[src/rtl/seven_segment_capture.sv]
// Snoops the multiplexed seven-segment scan lines and rebuilds the displayed 16-bit value and DP mask.
// Optional DP capture is enabled by defining SEVEN_SEG_CAPTURE_DP_EN.
module seven_segment_capture #(
  parameter int STABLE_CYCLES  = 4,
  parameter int TIMEOUT_CYCLES = 1_000_000
) (
  input  logic        clk,
  input  logic        reset,
  input  logic [3:0]  anode,
  input  logic [7:0]  segment,
  output logic [15:0] data_out,
  output logic [3:0]  dp_out,
  output logic        frame_valid,
  output logic        decode_error,
  output logic        stale
);

  localparam int SW = $clog2(STABLE_CYCLES);
  localparam int TW = $clog2(TIMEOUT_CYCLES + 1);
  localparam logic [SW-1:0] STABLE_MAX  = SW'(STABLE_CYCLES - 1);
  localparam logic [TW-1:0] TIMEOUT_MAX = TW'(TIMEOUT_CYCLES);

  logic [7:0]    seg_in;
  logic [3:0]    sample_anode;
  logic [7:0]    sample_seg;
  logic [SW-1:0] stable_cnt;
  logic          held;
  logic          changed;
  logic [6:0]    seg_on;
  logic [3:0]    nibble;
  logic          bad;
  logic          digit_ok;
  logic [1:0]    idx;
  logic          capture;
  logic          frame_done;
  logic [15:0]   work_data;
  logic [3:0]    work_err;
  logic [3:0]    seen;
  logic [3:0]    seen_next;
  logic [3:0]    err_next;
  logic [TW-1:0] timeout_cnt;

`ifdef SEVEN_SEG_CAPTURE_DP_EN
  assign seg_in = segment;
`else
  logic dp_unused;
  assign dp_unused = segment[7];
  assign seg_in    = {1'b0, segment[6:0]};
`endif

  assign changed = ({anode, seg_in} != {sample_anode, sample_seg});

  // held marks that the current stable interval has already produced its capture
  always_ff @(posedge clk) begin
    if (reset) begin
      sample_anode <= '0;
      sample_seg   <= '0;
      stable_cnt   <= '0;
      held         <= 1'b0;
    end else begin
      sample_anode <= anode;
      sample_seg   <= seg_in;
      if (changed) begin
        stable_cnt <= '0;
        held       <= 1'b0;
      end else if (stable_cnt == STABLE_MAX) begin
        held <= 1'b1;
      end else begin
        stable_cnt <= stable_cnt + 1'b1;
      end
    end
  end

  assign seg_on = ~sample_seg[6:0];

  always_comb begin
    nibble = 4'h0;
    bad    = 1'b0;
    case (seg_on)
      7'b0111111: nibble = 4'h0;
      7'b0000110: nibble = 4'h1;
      7'b1011011: nibble = 4'h2;
      7'b1001111: nibble = 4'h3;
      7'b1100110: nibble = 4'h4;
      7'b1101101: nibble = 4'h5;
      7'b1111101: nibble = 4'h6;
      7'b0000111: nibble = 4'h7;
      7'b1111111: nibble = 4'h8;
      7'b1101111: nibble = 4'h9;
      7'b1110111: nibble = 4'hA;
      7'b1111100: nibble = 4'hB;
      7'b0111001: nibble = 4'hC;
      7'b1011110: nibble = 4'hD;
      7'b1111001: nibble = 4'hE;
      7'b1110001: nibble = 4'hF;
      default:    bad    = 1'b1;
    endcase
  end

  always_comb begin
    idx      = 2'd0;
    digit_ok = 1'b1;
    case (sample_anode)
      4'b1110: idx = 2'd0;
      4'b1101: idx = 2'd1;
      4'b1011: idx = 2'd2;
      4'b0111: idx = 2'd3;
      default: digit_ok = 1'b0;
    endcase
  end

  assign capture    = digit_ok && (stable_cnt == STABLE_MAX) && !held;
  assign frame_done = (seen == 4'b1111);

  // a capture coinciding with frame completion starts the next working frame
  always_comb begin
    seen_next = frame_done ? 4'b0000 : seen;
    err_next  = frame_done ? 4'b0000 : work_err;
    if (capture) begin
      seen_next[idx] = 1'b1;
      err_next[idx]  = bad;
    end
  end

  always_ff @(posedge clk) begin
    if (reset) begin
      work_data    <= '0;
      work_err     <= '0;
      seen         <= '0;
      data_out     <= '0;
      frame_valid  <= 1'b0;
      decode_error <= 1'b0;
      timeout_cnt  <= '0;
    end else begin
      frame_valid <= frame_done;
      seen        <= seen_next;
      work_err    <= err_next;
      if (capture) begin
        work_data[{idx, 2'b00} +: 4] <= nibble;
      end
      if (frame_done) begin
        data_out     <= work_data;
        decode_error <= |work_err;
        timeout_cnt  <= '0;
      end else if (timeout_cnt != TIMEOUT_MAX) begin
        timeout_cnt <= timeout_cnt + 1'b1;
      end
    end
  end

  assign stale = (timeout_cnt == TIMEOUT_MAX);

`ifdef SEVEN_SEG_CAPTURE_DP_EN
  logic [3:0] work_dp;

  always_ff @(posedge clk) begin
    if (reset) begin
      work_dp <= '0;
      dp_out  <= '0;
    end else begin
      if (capture) begin
        work_dp[idx] <= ~sample_seg[7];
      end
      if (frame_done) begin
        dp_out <= work_dp;
      end
    end
  end
`else
  assign dp_out = 4'b0000;
`endif

endmodule

[config.mk]
export PLATFORM = sky130hd
export DESIGN_NAME = seven_segment_capture
export DESIGN_NICKNAME = d
export VERILOG_FILES = /design/src/rtl/seven_segment_capture.sv
export SDC_FILE = /design/constraint.sdc
export NUM_CORES = 1
export LEC_CHECK = 0
export ABC_AREA = 1
export CORE_ASPECT_RATIO = 0.7
export CORE_MARGIN = 4
export CORE_UTILIZATION = 55
export CTS_CLUSTER_DIAMETER = 150
export DETAILED_ROUTE_END_ITERATION = 7
export PLACE_DENSITY_LB_ADDON = 0.25
export SETUP_SLACK_MARGIN = 0.05
export SLEW_MARGIN = 5
export SYNTH_ARGS = -nofsm -noshare
export SYNTH_HDL_FRONTEND = slang
export SYNTH_SLANG_ARGS = --single-unit
[constraint.sdc]
create_clock -name clk -period 1.8 [get_ports clk]
set_input_delay 0.36 -clock clk [delete_from_list [all_inputs] [get_ports clk]]
set_output_delay 0.36 -clock clk [all_outputs]
set_load 0.02 [all_outputs]
==> impl_metrics.py <==
metrics = {
    "run_status": {
        "status": "complete, but fails checks",
        "violations": "negative setup slack",
    },
    "die": {
        "io_pins": 37,
        "die_x_um": 106,
        "fp.dieH_um": 76.7,
        "num_rows": 24,
        "start_util_pct": 58.0,
        "core-area_um2": 6400,
        "die-area_um2": 8150,
    },
    "timing": {
        "timing.final.crit_share_pct": 107,
        "setup_viol": 1,
        "hold_viol": 0,
        "final_max_slew_viol_count": 0,
        "fin_worst_skew_ns": 0.00459,
        "max_clock_freq_mhz": 518,
        "fin_crit_ns": 1.93,
        "fin_ws_ns": -0.131,
        "holdWs_ns": 0.471,
        "rsz0062_at_grt": "yes",
    },
    "worst_setup_path": {
        "worst-path-buf-inv": 2,
        "slowest_stage": "dfxtp_1",
        "r2r-start": "timeout_cnt[0]",
        "arrival_ns": 1.57,
        "crit_start": "timeout_cnt[5]",
        "crit_type": "reg2out",
        "setup.worst_path.end_class": "output pin",
        "cp_max_fo": 2,
        "reg2reg_depth": 9,
        "cp_top_family": "simple AND/OR/NAND/NOR gates",
        "max_stage_delay_ns": 0.31,
        "path_cells": "nor2_1 > nand3_1 > nor4_2 > buf_4 > nor4b_4 > buf_4",
        "cp_common_cell": "buf_4",
        "r2r-end": "timeout_cnt[16]",
        "rrSetupSlack_ns": 0.14,
        "critPathLaunchType": "register",
        "crit_required_ns": 1.44,
        "path_depth": 6,
    },
    "finish": {
        "seqCellArea_um2": 1530,
        "num-fill-cells": 503,
        "fin_nets": 586,
        "layout_commonest_cell": "nand2_1",
        "syn_to_final_growth_pct": 24.8,
        "final_area_um2": 4630,
        "final_cells": 658,
        "layout-drive-gt1-share_pct": 18.0,
        "diodes": 0,
        "mostFrequentLayoutCells": "nand2_1, dfxtp_1, inv_1",
        "multi_input_area_um2": 1960,
    },
    "global_route": {
        "grt_pass1_wl_um": 15100,
        "grt_max_degree": 27,
        "antenna_found_initial": 0,
        "grt_pass1_vias": 3288,
        "overflow": 0,
        "grt_usage_pct": 22.7,
    },
    "placed_design": {
        "dp_hpwl_um": 6500,
        "gp_congestion": 0.889,
        "dp_slack_ns": -0.211,
        "port_buffers": 31,
        "postPlaceCellArea_um2": 4320,
        "placedCellCount": 637,
    },
    "yosys": {
        "ys_top_cells_by_area": "dfxtp_1, nand2_1, inv_1",
        "async_flop_share_pct": 0,
        "synth_cells": 495,
        "synth_top_area_cell": "dfxtp_1",
        "synth_enable_flop_cells": 0,
        "ys_types": 40,
        "netlist_area_um2": 3710,
        "ys_seq_elements": 76,
        "yosysWarnings": 0,
        "ys.flop_type": "dfxtp_1",
        "synth.yosys.seq_area_share_pct": 41.0,
        "synth_top_area_share_pct": 41.0,
        "syn-mean-instance-area_um2": 7.50,
    },
    "run": {
        "max_cap_viol_count": 0,
    },
    "detailed_routing": {
        "drc": 0,
        "routedWlPerCell_um": 13.7,
        "vias_per_cell": 5.32,
        "routed_wl_um": 9000,
        "drtAntennaViolNets": 0,
        "dr.pass1.iters": 5,
        "routed-via-count": 3500,
        "drtIter0Drc": 280,
    },
    "clock_tree": {
        "cts-root-buf": "clkbuf_8",
        "postCtsHoldBufs": 0,
        "htree_num_levels": 3,
        "clock_latency_ns": 0.36,
        "cts_made_buffers": 9,
        "clk_path_buf_depth": 2,
        "clk_pin_slew_ns": 0.08,
        "cts_tree": "done",
        "cts_sinks": 76,
    },
    "power": {
        "ir_drop_mv": 0.561,
        "power_mw": 3.25,
        "powerDensity_nw_per_um2": 702,
        "p_leak_nw": 2.00,
    },
    "worst_hold_path": {
        "holdPathStages": 2,
        "hold_class": "reg2reg",
        "whs_endpoint": "work_data[0]",
        "worstHoldStart": "work_data[0]",
    },
}
[registers in the layout (all words and copies together) (netlist names)]
register,cells
data_out,16
decode_error,1
frame_valid,1
held,1
sample_anode,4
sample_seg,7
seen,4
stable_cnt,2
timeout_cnt,20
work_data,16
work_err,4
[metal layers]
layer | vias to the layer above | track usage, % | wire length (um)
met5 | - | 0 | 0
met2 | 130 | 35.7 | 4140
met3 | 23 | 6.04 | 692
met1 | 1598 | 30.7 | 4040
li1 | 1749 | - | -
met4 | 0 | 6.34 | 128
[worst max path at each step]
stage / to / slack, ns
5_1_grt: stale / -0.21
6_report: stale / -0.13
4_1_cts: stale / -0.14
2_1_floorplan: stale / 0.15
3_3_place_gp: stale / -0.22
3_5_place_dp: stale / -0.21
[power breakdown]
part | switching (mW) | internal, mW | total [mW]
clock network | 0.686 | 0.593 | 1.28
logic | 0.161 | 0.0934 | 0.254
registers | 0.0195 | 1.70 | 1.72
total | 0.866 | 2.39 | 3.25
[worst min-delay path, stage by stage (launching register included)]
cell,delay [ns]
dfxtp_1,0.32
nand2_1,0.06
a21oi_1,0.06
[metrics by stage]
step / setup TNS (ns) / util [%]
floorplan: 0 / -
global placement: -0.220 / 67.5
CTS: -0.136 / 71.1
global route: -0.209 / 72.4
finish: -0.131 / 72.4
detailed placement: -0.220 / 67.5
[cells in the mapped netlist, types with 6 or more instances]
| cell | instances |
|---|---|
| a21oi_1 | 34 |
| nand3_1 | 28 |
| nor3_1 | 10 |
| ha_1 | 10 |
| o21ai_0 | 13 |
| nor2_2 | 6 |
| nor2_1 | 53 |
| buf_4 | 7 |
| a22o_1 | 16 |
| nand4_1 | 18 |
| nand2_1 | 108 |
| dfxtp_1 | 76 |
| inv_1 | 58 |
[timing repair]
item	CTS	global route
pin swaps	0	2
setup endpoints to repair	4	19
resized for setup	10	20
gates cloned	0	0
buffers inserted	1	4
[cells by family after synthesis]
group / synth area share (%)
compound gates: 11.0
xor+xnor: 2.12
fa+ha+maj: 3.37
buf+inv: 8.70
flops: 41.0
mux: 0.270
other cells: 0.101
simple gates: 33.5
[layout make-up]
| type | count | area share (%) |
|---|---|---|
| timing repair buffer | 67 | 12.8 |
| multi-input combinational | 344 | 42.4 |
| clock buffer | 11 | 3.27 |
| sequential | 76 | 33.0 |
| clock inverter | 5 | 0.918 |
| tap | 91 | 2.46 |
| inverter | 64 | 5.18 |
No activity file was read; power rests on OpenSTA's default activity.
